File: src/rtl/window_feeder.sv
// Serial-to-window front end: collects signed samples into 9-sample windows
// and presents each window as a parallel bus together with its exact sum.
module window_feeder #(
   parameter int SLIDE = 0,
   parameter int DW    = 6
) (
   input  logic            clk,
   input  logic            reset,
   input  logic            flush,
   input  logic            in_valid,
   output logic            in_ready,
   input  logic [DW-1:0]   in_data,
   output logic            out_valid,
   input  logic            out_ready,
   output logic [9*DW-1:0] win,
   output logic [DW+3:0]   win_sum,
   output logic [3:0]      fill_cnt
);

   localparam int SW = DW + 4;

   typedef enum logic {O_EMPTY, O_FULL} ostate_t;

   function automatic logic signed [SW-1:0] sext(input logic signed [DW-1:0] x);
      return {{(SW-DW){x[DW-1]}}, x};
   endfunction

   logic signed [DW-1:0] sr_q [9];
   logic signed [DW-1:0] sr_d [9];
   logic signed [DW-1:0] shift_w [9];
   logic signed [SW-1:0] sum_q, sum_d, sum_upd, evict;
   logic [3:0]           fill_q, fill_d;
   logic [9*DW-1:0]      win_q, win_d, win_new;
   logic signed [SW-1:0] wsum_q, wsum_d;
   ostate_t              ost_q, ost_d;
   logic signed [DW-1:0] din;
   logic                 armed, accept, complete;

   assign din      = in_data;
   assign armed    = (fill_q == 4'd8);
   // A stalled window only blocks the sample that would overwrite it.
   assign in_ready = ~flush & ~((ost_q == O_FULL) & ~out_ready & armed);
   assign accept   = in_valid & in_ready;
   assign complete = accept & armed;

   always_comb begin
      for (int k = 0; k < 8; k++) shift_w[k] = sr_q[k+1];
      shift_w[8] = din;
      for (int k = 0; k < 9; k++) win_new[k*DW +: DW] = shift_w[k];
      // In block mode slot 0 belongs to the previous window, never to the running sum.
      evict   = (SLIDE != 0) ? sext(sr_q[0]) : '0;
      sum_upd = sum_q + sext(din) - evict;
   end

   always_comb begin
      sr_d   = sr_q;
      sum_d  = sum_q;
      fill_d = fill_q;
      win_d  = win_q;
      wsum_d = wsum_q;
      if (flush) begin
         for (int k = 0; k < 9; k++) sr_d[k] = '0;
         sum_d  = '0;
         fill_d = 4'd0;
      end else if (accept) begin
         sr_d = shift_w;
         if (complete) begin
            win_d  = win_new;
            wsum_d = sum_upd;
            fill_d = (SLIDE != 0) ? 4'd8 : 4'd0;
            sum_d  = (SLIDE != 0) ? sum_upd : '0;
         end else begin
            fill_d = fill_q + 4'd1;
            sum_d  = sum_upd;
         end
      end
   end

   always_comb begin
      ost_d = ost_q;
      if (complete)
         ost_d = O_FULL;
      else if ((ost_q == O_FULL) && out_ready)
         ost_d = O_EMPTY;
   end

   always_ff @(posedge clk or posedge reset) begin
      if (reset) begin
         for (int k = 0; k < 9; k++) sr_q[k] <= '0;
         sum_q  <= '0;
         fill_q <= 4'd0;
         win_q  <= '0;
         wsum_q <= '0;
         ost_q  <= O_EMPTY;
      end else begin
         sr_q   <= sr_d;
         sum_q  <= sum_d;
         fill_q <= fill_d;
         win_q  <= win_d;
         wsum_q <= wsum_d;
         ost_q  <= ost_d;
      end
   end

   assign out_valid = (ost_q == O_FULL);
   assign win       = win_q;
   assign win_sum   = wsum_q;
   assign fill_cnt  = fill_q;

endmodule

File: config.mk
export PLATFORM = sky130hd
export DESIGN_NAME = window_feeder
export DESIGN_NICKNAME = d
export VERILOG_FILES = /design/src/rtl/window_feeder.sv
export SDC_FILE = /design/constraint.sdc
export NUM_CORES = 1
export LEC_CHECK = 0
export BUFFER_PORTS_ARGS = -buffer_cell sky130_fd_sc_hd__buf_2
export CORE_ASPECT_RATIO = 0.9
export CORE_MARGIN = 1.5
export CORE_UTILIZATION = 50
export CTS_CLUSTER_SIZE = 16
export DETAILED_ROUTE_END_ITERATION = 16
export PLACE_DENSITY = 0.7
export SLEW_MARGIN = 20
export SYNTH_ARGS = -nofsm -noshare
export SYNTH_HDL_FRONTEND = slang
export SYNTH_SLANG_ARGS = --single-unit
export TNS_END_PERCENT = 1
File: constraint.sdc
create_clock -name clk -period 8.75 [get_ports clk]
set_input_delay 1.3125 -clock clk [delete_from_list [all_inputs] [get_ports clk]]
set_output_delay 1.3125 -clock clk [all_outputs]
set_load 0.02 [all_outputs]
==> Word-level counts from Yosys, hierarchy flattened <==
Cells that the tools add are included.
{ "op_classes": {"n_addsub": 2, "n_mul": 0, "n_div": 0, "magnitude_cmp": 0, "n_eq_ne": 1, "shift": 0, "muxes": 10, "bitwise_logic": 8, "reduce_logical": 4} }
{ "op_table": {"columns": ["cell", "n"], "rows": [
  ["$mux 48", 2],
  ["$mux 10", 3],
  ["$mux 4", 3],
  ["$add 10x6->10", 1],
  ["$and 1x1->1", 5],
  ["$add 4x1->4 const B", 1],
  ["$eq 4x4->1 const B", 1],
  ["$reduce_bool 2->1", 2],
  ["$not 1->1", 3],
  ["$reduce_and 3->1", 1],
  ["$mux 1", 2],
  ["$logic_and 1x1->1", 1]
]} }
{ "totals": {"ff_bits": 127, "latch_bits": 0, "ram_bits": 0, "mem_bits_ro": 0, "out_inout_bits": 70, "elab_cells": 38, "n_memories": 0} }

==> Longest topological paths before layout <==
Gate-level depths: netlist of run 1.
{ "logic_depth": {"depth_word": 10, "depth_mapped": 8, "depth_no_buf": 8} }

==> Worst setup path after synthesis of run 1 <==
Ideal clock, no wire load.
{ "synth_timing": {"kind": "input -> output", "start": "input port out_ready", "end": "output port in_ready", "arrival_time_ns": 1.924, "slack_ns": 5.513, "path_stages": 2, "cell_sequence": "and2b_1 a21oi_1"} }
{ "synth_between": {"elab_chain_len": 5} }
{ "synth_rtl": {"columns": ["element", "line_no", "rtl"], "rows": [
  ["start: declaration", "14", "input logic out_ready,"],
  ["$not 1->1", "42", "assign in_ready = ~flush & ~((ost_q == O_FULL) & ~out_ready & armed);"],
  ["$and 1x1->1 (2 in series)", "42", null],
  ["$not 1->1", "42", null],
  ["$and 1x1->1", "42", null],
  ["end: declaration", "11", "output logic in_ready,"]
]} }
Every way passes these cells.

==> Worst setup path after layout of run 1 <==
Same ends and word-level chain as after synthesis.

==> results of run 1 <==
-- flip-flops by register name, summed over array words and instances, names as in the netlist --
name	flops
win	54
out_valid	1
fill_cnt	4
shift_w	48
sum_q	10
win_sum	10
-- metrics by stage --
stage | util | area (µm²) | hold slack [ns] | instances | worst slack, ns
after global placement | 0.560 | 5690 | 0.452 | 675 | 5.44
after floorplan | - | 5190 | 0.439 | 486 | 4.05
after global routing | 0.620 | 6300 | 0.488 | 704 | 5.33
after detailed placement | 0.560 | 5690 | 0.457 | 675 | 5.39
final | 0.620 | 6300 | 0.466 | 704 | 5.36
after CTS | 0.620 | 6300 | 0.468 | 704 | 5.35
-- cell families after synthesis --
group / Yosys count / synth area share
compound gates: 91 / 0.139
fa+ha+maj: 12 / 0.0304
flops: 127 / 0.613
buf+inv: 31 / 0.0270
mux: 6 / 0.0123
xor+xnor: 5 / 0.00844
simple gates: 214 / 0.170
-- power by group through the flow --
stage	clock network, W	logic (W)	registers [W]
final	0.000732	0.000105	0.000612
after floorplan	0	0.0000750	0.000622
after CTS	0.000741	0.000106	0.000611
after detailed placement	0	0.000105	0.000621
after global placement	0	0.000101	0.000621
after global routing	0.000768	0.000117	0.000613
-- placed cells by master, fill, tap and decap left out, drive strengths merged, types with 5 or more instances in the layout --
cell	count
nand2	179
dfrtp	127
buf	85
a22o	53
clkbuf	23
o21ai	12
ha	11
nor2	9
a21oi	9
inv	6
nand3	5
-- worst max-delay path, stage by stage --
cell and delay, ns:
buf_2 0.08, and2b_1 0.26, a21oi_1 0.23, buf_2 0.20
-- layer usage --
| layer | track usage | share of wire | vias to the layer above |
|---|---|---|---|
| met3 | 0.0577 | 0.040 | 19 |
| met4 | 0.0858 | 0.016 | 0 |
| met2 | 0.339 | 0.46 | 98 |
| met5 | 0 | 0 | - |
| li1 | - | - | 1810 |
| met1 | 0.327 | 0.49 | 1885 |
-- cell type report --
type	count	area (µm²)
timing repair buffer	85	438
sequential	127	3180
multi-input combinational	328	1890
fill	866	3860
inverter	6	25.0
tap	129	161
clock buffer	23	478
clock inverter	6	133
-- worst max-delay path by stage --
stage,startpoint,end,slack (ns),depth (start not counted)
global route,out_ready,in_ready,5.33,4
finish,out_ready,in_ready,5.36,4
global placement,out_ready,in_ready,5.44,4
detailed placement,out_ready,in_ready,5.39,4
floorplan,reset,fill_cnt[0],4.05,1
CTS,out_ready,in_ready,5.35,4
==> metrics.md, run 1 <==
| Metric | Value |
|---|---|
| Status | finished clean |
| Critical Path Sink Type | output port |
| Number of synthesized register bits | roughly 130 |
| Vias in the first global route | about 3900 |
| Clock slew at reported path FFs | 0.05 ns |
| R2R Setup Slk | 6.40 ns |
| Router iterations before antenna repair | 4 |
| Cell taking the most area after synthesis | dfrtp_1 |
| Clock power frac | 0.505 |
| Fin. max-slew vios | 0 |
| Endpoint, Worst Hold | win[14] |
| Area grow syn2layout | 21.5% |
| Worst slew pin tran | 0.785 ns |
| Most common cell in the netlist | nand2_1 |
| RSZ-0062 raised after global routing | no |
| Die Wd | 110 µm |
| DRC viols | 0 |
| Hpwl dp | 6.96 mm |
| Starting density of the core | 0.511 |
| Max Fclk | around 300 MHz |
| Fin crit period | 3.39 ns |
| Post-CTS Resized | 0 |
| Netlist cell types | 42 |
| Avg Cell Area, Syn | about 11 µm² |
| Hold_sp | win[14] |
| Post-CTS setup buffer count | 0 |
| Depth of the CTS H-tree | 4 |
| Fin nets | 588 |
| Number of flops mapped to enable cells by yosys | 0 |
| Critical path launch point type | primary input |
| Top cells by area, synth | dfrtp_1, nand2_1, a22o_1 |
| P_sw | ~0.00031 W |
| Mapped Area | 0.00519 mm² |
| Starting DRT DRC Count | approximately 230 |
| Row Count | 35 |
| Chip Height | about 100 µm |
| Routed WL | 11.5 mm |
| Sw Ratio | 0.217 |
| Initial antenna violation count | 0 |
| WP data required | 7.44 ns |
| Vias per std cell | 5.41 |
| Share of layout cells above drive strength 1 | 0.219 |
| Most instantiated cells after synthesis | nand2_1, dfrtp_1, a22o_1 |
| P_leak | between 3 and 4 nW |
| Hold depth | 2 |
| Worst Skew | a little under 0.007 ns |
| CTS tree | yes |
| First-pass GRT wire length | 19.0 mm |
| Top Ports | 81 |
| Final period utilization | 0.387 |
| Yosys Warn Count | 0 |
| CP max FO | 4 |
| Total power | 0.00145 W |
| Core ar. | 0.0102 mm² |
| Syn_nets | 509 |
| Hold Vio Cnt, Final | 0 |
| Clock Sinks | approximately 130 |
| Worst reg2reg path depth | 7 |
| Hold buffers post-CTS | 0 |
| Final setup viols | 0 |
| Largest net degree at the start of global routing | 65 |
| Vias | roughly 3800 |
| Antenna cell count | 0 |
| Reg2Reg Launch Point | fill_cnt[1] |
| Post-synthesis sequential area ratio | 0.613 |
| GRT overflow | 0 |
| Critical path class | primary input to output port |
| FF-to-FF End | win[35] |
| Total track usage | 0.229 |
| Combinational share of power | 0.072 |
| Clk_lat worst skew | 0.40 ns |
| Wire per inst | about 16 µm |
| Slew headroom | 0.477 |
| Mapped Cells | 486 |
| PortBufs | 80 |
| Num CTS Buffers | 17 |
| Top cell type's share of synthesized area | 0.613 |
| Crit path DAT | 2.07 ns |
| Max-Cap Viols | 0 |
| Die ar. | 0.0110 mm² |
| HP Class | flop to flop |
| P per Cell Area | 230 mW/mm² |
| GPL Wtd Cong | 0.791 |
| Cell Int Power | approximately 0.0011 W |
| Part of the power in registers | 0.422 |
| Routed Antenna Nets | 0 |
| Ys async rst share | 1.00 |
| Clock Path Buffers | 2 |
| VDD IR max | 0.000151 V |
| Root buf cell | clkbuf_16 |
| Final setup TNS | 0 ns |
| Top_reg_cell synth | dfrtp_1 |
(Power assumes the default switching activity.)
==> run 2: changes to the inputs <==
Settings changed: PLACE_DENSITY 0.7 to 0.72.
Clock period 8.75 ns to 3 ns, I/O delays scaled along.
==> metrics.md, run 2 (synthesis gave the netlist of run 1 again) <==
| Metric | Value |
|---|---|
| Row Count | 35 (unchanged) |
| Post-CTS setup buffer count | 0 (unchanged) |
| Slew headroom | 0.574 (+0.0978) |
| Critical path buffers and inverters | 2 (unchanged) |
| GRT overflow | 0 (unchanged) |
| Worst slew pin tran | 0.637 ns (-0.148 ns) |
| GPL Wtd Cong | 0.825 (+4.3%) |
| Fillers | 837 (-3.3%) |
| Crit path DAT | 1.80 ns (-0.27 ns) |
| DRC viols | 0 (unchanged) |
| Fin area | 0.00636 mm² (+0.91%) |
| Commonest non-fill, non-tap cell in the layout | nand2_1 |
| Fin crit period | 2.25 ns |
| HP Class | primary input to asynchronous set/reset pin |
| Status | finished clean |
| RSZ-0062 raised after global routing | no |
| Total track usage | 0.223 (-0.00552) |
| Critical Path Sink Type | output port |
| Initial antenna violation count | 0 (unchanged) |
| Clock Path Buffers | 2 (unchanged) |
| Placed instance area | 0.00575 mm² (+1.0%) |
| P_leak | 3.48 nW (+0.78%) |
| PortBufs | 80 (unchanged) |
| First-pass GRT wire length | 19.0 mm (-0.18%) |
| Routed Antenna Nets | 0 (unchanged) |
| Hold buffers post-CTS | 0 (unchanged) |
| Post-CTS Resized | 0 (unchanged) |
| Slowest CP cell | dfrtp_1 |
| Vias in the first global route | 3880 (+0.41%) |
| Hold Vio Cnt, Final | 0 (unchanged) |
| Fin nets | 594 (+1.0%) |
| Die ar. | 0.0110 mm² (unchanged) |
| Hpwl dp | 7.43 mm (+6.8%) |
| Share of layout cells above drive strength 1 | 0.235 (+0.0155) |
| Fin. max-slew vios | 0 (unchanged) |
| Root buf cell | clkbuf_16 |
| Area grow syn2layout | 22.6% |
| Routed WL | 11.3 mm (-1.7%) |
| Antenna cell count | 0 (unchanged) |
| Max FFs per register | 54 (unchanged) |
| Clk_lat worst skew | 0.41 ns (about the same) |
| Most frequent cells in the layout | nand2_1, dfrtp_1, buf_2 |
| Top Ports | 81 (unchanged) |
| Worst Skew | 0.0122 ns (+0.00527 ns) |
| Clock slew at reported path FFs | 0.06 ns (about the same) |
| Largest stage delay on the critical path | 0.43 ns (+0.17 ns) |
| CP max FO | 6 (+2) |
| Clock Sinks | 127 (unchanged) |
| Largest net degree at the start of global routing | 66 (+1.5%) |
| WP data required | 2.55 ns (-4.89 ns) |
| Crit-path cells | inv_1 > ha_1 > and3b_1 > a21oi_1 > buf_2 |
| Final period utilization | 0.749 |
| CTS tree | yes |
| Max-Cap Viols | 0 (unchanged) |
| Critical path class | flop to output port |
| Starting DRT DRC Count | 278 (+22%) |
| Final setup TNS | 0 ns (unchanged) |
| Starting density of the core | 0.511 (unchanged) |
| Wire per inst | 15.8 µm (-2.9%) |
| Chip Height | 99.6 µm (unchanged) |
| P per Cell Area | 661 mW/mm² (+190%) |
| Final setup viols | 0 (unchanged) |
| Critical path launch point type | flop |
| WP depth | 5 (+1) |
| Vias | 3892 (+2.1%) |
| Area of the multi-input gates | 0.00189 mm² (unchanged) |
| Worst reg2reg path depth | 8 (+1) |
| VDD IR max | 0.000364 V (+140%) |
| Core ar. | 0.0102 mm² (unchanged) |
| Die Wd | 110 µm (unchanged) |
| Vias per std cell | 5.46 (+0.81%) |
| Num CTS Buffers | 17 (unchanged) |
| Storage element area | 0.00318 mm² (unchanged) |
| Max Fclk | 445 MHz |
| Depth of the CTS H-tree | 4 (unchanged) |
| R2R Setup Slk | 0.76 ns (-5.64 ns) |
| Router iterations before antenna repair | 4 (unchanged) |
| CP top delay family | flip-flops |
[run 2: worst paths after layout]
kind | endpoint | startpoint
min in group clk | win[48] | in_data[0]
max reg2reg | sum_q[6] | sum_q[0]
min reg2reg | win[35] | win[35]
max in group asynchronous | shift_w[27] | reset
max | in_ready | fill_cnt[0]
min | fill_cnt[2] | reset
[run 2: worst register-to-register path: cells and delay by family, from the launching register on]
kind,cells,cell delay (ns)
flops,1,0.36
buf+inv,1,0.06
compound gates,4,0.95
simple gates,1,0.19
fa+ha+maj,2,0.57
[run 2: metal layers]
layer | wire (µm) | global-route usage | share of wire | up-vias
li1 | - | - | - | 1832
met1 | 5510 | 0.322 | 0.49 | 1963
met2 | 5180 | 0.341 | 0.46 | 85
met3 | 463 | 0.0485 | 0.041 | 12
met4 | 110 | 0.0661 | 0.0098 | 0
met5 | 0 | 0 | 0 | -
[run 2: report_power, final]
part | switching [W] | internal [W]
Clock | 0.000791 | 0.00132
Combinational | 0.000193 | 0.000118
Sequential | 0.0000311 | 0.00175
[run 2: area by class of cell]
type,instances,area share
Clock buffer,18,0.0675
Inverter,6,0.00413
Clock inverter,14,0.0283
Tap cell,129,0.0254
Timing Repair Buffer,91,0.0779
Sequential cell,127,0.500
Multi-Input combinational cell,328,0.297
[run 2: stage by stage]
step	std cells	hold WS (ns)	util	power, W	worst slack (ns)
after global placement	681	0.453	0.566	0.00212	0.651
after global routing	713	0.176	0.626	0.00436	0.541
after CTS	713	0.137	0.626	0.00424	0.770
after floorplan	486	0.439	-	0.00203	0.951
after detailed placement	681	0.457	0.566	0.00212	0.602
final	713	0.127	0.626	0.00421	0.753
==> run 3: changes to the inputs <==
Settings changed: PLACE_DENSITY 0.72 to 0.7.
Clock period 3 ns to 2.3 ns, I/O delays scaled along.
==> metrics.md, run 3 (synthesis gave the netlist of run 1 again) <==
| Metric | Value |
|---|---|
| Total power | 0.00551 W (+31%) |
| Fin crit period | 2.09 ns |
| Max-Cap Viols | 0 (unchanged) |
| Fillers | 812 (-3.0%) |
| Max Fclk | 479 MHz |
| PortBufs | 80 (unchanged) |
| DR top layer | met4 |
| RSZ-0062 raised after global routing | no |
| Crit path DAT | 2.37 ns (+0.57 ns) |
| Met2 WL | 5.38 mm (+3.8%) |
| Critical path class | flop to flop |
| Wire per inst | 16.1 µm (+1.9%) |
| Row Count | 35 (unchanged) |
| Largest stage delay on the critical path | 0.41 ns (-0.02 ns) |
| Final Util | 0.629 (+0.00296) |
| Initial antenna violation count | 0 (unchanged) |
| Routed Antenna Nets | 0 (unchanged) |
| Max FFs per register | 54 (unchanged) |
| GPL Wtd Cong | 0.805 (-2.4%) |
| Fin. max-slew vios | 0 (unchanged) |
| Share of layout cells above drive strength 1 | 0.237 (+0.00261) |
| Vias | 3864 (-0.72%) |
| Starting density of the core | 0.511 (unchanged) |
| Hold buffers post-CTS | 0 (unchanged) |
| Final period utilization | 0.907 |
| Crit path from | sum_q[0] |
| Reg2Reg Launch Point | sum_q[0] |
| Starting DRT DRC Count | 251 (-9.7%) |
| Final setup TNS | 0 ns (unchanged) |
| Core ar. | 0.0102 mm² (unchanged) |
| Slowest CP cell | fa_1 |
| Placed instance area | 0.00578 mm² (+0.48%) |
| Status | finished clean |
| Clock Path Buffers | 2 (unchanged) |
| First-pass GRT wire length | 18.8 mm (-1.2%) |
| Antenna cell count | 0 (unchanged) |
| WP data required | 2.59 ns (+0.04 ns) |
| M1 WL | 5.50 mm (-0.24%) |
| Most frequent cells in the layout | nand2_1, dfrtp_1, buf_2 |
| Num CTS Buffers | 17 (unchanged) |
| Clock slew at reported path FFs | 0.06 ns (about the same) |
| VDD IR max | 0.000584 V (+60%) |
| Fin area | 0.00639 mm² (+0.47%) |
| GRT overflow | 0 (unchanged) |
| Fin nets | 596 (+0.34%) |
| Final setup viols | 0 (unchanged) |
| Area grow syn2layout | 23.2% |
| Post-CTS Resized | 0 (unchanged) |
| Hold Vio Cnt, Final | 0 (unchanged) |
| Clock Sinks | 127 (unchanged) |
| HP Class | primary input to asynchronous set/reset pin |
| Vias per std cell | 5.40 (-1.0%) |
| Routed WL | 11.5 mm (+2.2%) |
| Worst slew pin tran | 0.699 ns (+0.0623 ns) |
| Chip Height | 99.6 µm (unchanged) |
| P per Cell Area | 862 mW/mm² (+30%) |
| Critical Path Sink Type | flop |
| Crit-path cells | ha_1 > inv_1 > fa_1 > nor2b_1 > o211ai_1 > a21boi_0 > buf_4 > o21ai_0 > a32o_1 |
| Depth of the CTS H-tree | 4 (unchanged) |
| Die Wd | 110 µm (unchanged) |
| Router iterations before antenna repair | 4 (unchanged) |
| CTS tree | yes |
| Commonest non-fill, non-tap cell in the layout | nand2_1 |
| Total track usage | 0.226 (+0.00231) |
| Vias in the first global route | 3749 (-3.4%) |
| Root buf cell | clkbuf_16 |
| CP max FO | 3 (-3) |
| Area of the multi-input gates | 0.00189 mm² (unchanged) |
| Die ar. | 0.0110 mm² (unchanged) |
| WHS | 0.107 ns (-0.0198 ns) |
| Post-CTS setup buffer count | 0 (unchanged) |
| Top Ports | 81 (unchanged) |
| Largest net degree at the start of global routing | 128 (+94%) |
| Worst Skew | 0.00961 ns (-0.00262 ns) |
| Hpwl dp | 7.40 mm (-0.37%) |
| DRC viols | 0 (unchanged) |
| P_leak | 3.50 nW (+0.47%) |
| Slew headroom | 0.534 (-0.0406) |
| Storage element area | 0.00318 mm² (unchanged) |
| Metal3 WL | 508 µm (+9.7%) |
| Critical path launch point type | flop |
| Clk_lat worst skew | 0.41 ns (about the same) |
## run 3: cell count changes in the layout (fill, tap and decap cells not counted), sizes merged
cell and change:
inv -1, buf +2, clkinv +1
## run 3: per-layer routing
| layer | vias up | global-route usage |
|---|---|---|
| met5 | - | 0 |
| met4 | 0 | 0.0917 |
| met3 | 10 | 0.0531 |
| met2 | 97 | 0.330 |
| met1 | 1929 | 0.326 |
| li1 | 1828 | - |
## run 3: report_power, final
group | leakage (nW) | internal [W] | switching (W) | total, W
logic | 1.45 | 0.000162 | 0.000259 | 0.000420
registers | 1.75 | 0.00228 | 0.0000393 | 0.00232
clock network | 0.293 | 0.00173 | 0.00104 | 0.00276
## run 3: final timing paths
kind / slack (ns) / to / depth (start not counted)
min in group clk: 0.18 / win[48] / 3
hold reg to reg: 0.46 / win[9] / 2
max in group asynchronous: 1.64 / sum_q[7] / 3
setup reg to reg: 0.21 / sum_q[6] / 9
hold / removal: 0.11 / win[0] / 3
setup / recovery: 0.21 / sum_q[6] / 9
## run 3: cell type report
cell class	instances	share of cell area
flip-flops and latches	127	0.497
multi-input cells	328	0.296
repair buffers	93	0.0818
clock buffers	18	0.0672
clock inverters	14	0.0286
well taps	129	0.0253
inverters	6	0.00411
## run 3: stage by stage
stage | std cells | setup WS, ns
6_report | 715 | 0.214
5_1_grt | 715 | 0.0134
4_1_cts | 715 | 0.206
3_5_place_dp | 683 | 0.129
3_3_place_gp | 683 | 0.181
2_1_floorplan | 486 | 0.356
## run 3: worst max-delay path, delay by kind of cell (launching register included)
kind	cells	cell delay, ns
simple gates	1	0.17
compound gates	4	0.65
buf+inv	2	0.21
fa+ha+maj	2	0.58
flops	1	0.35
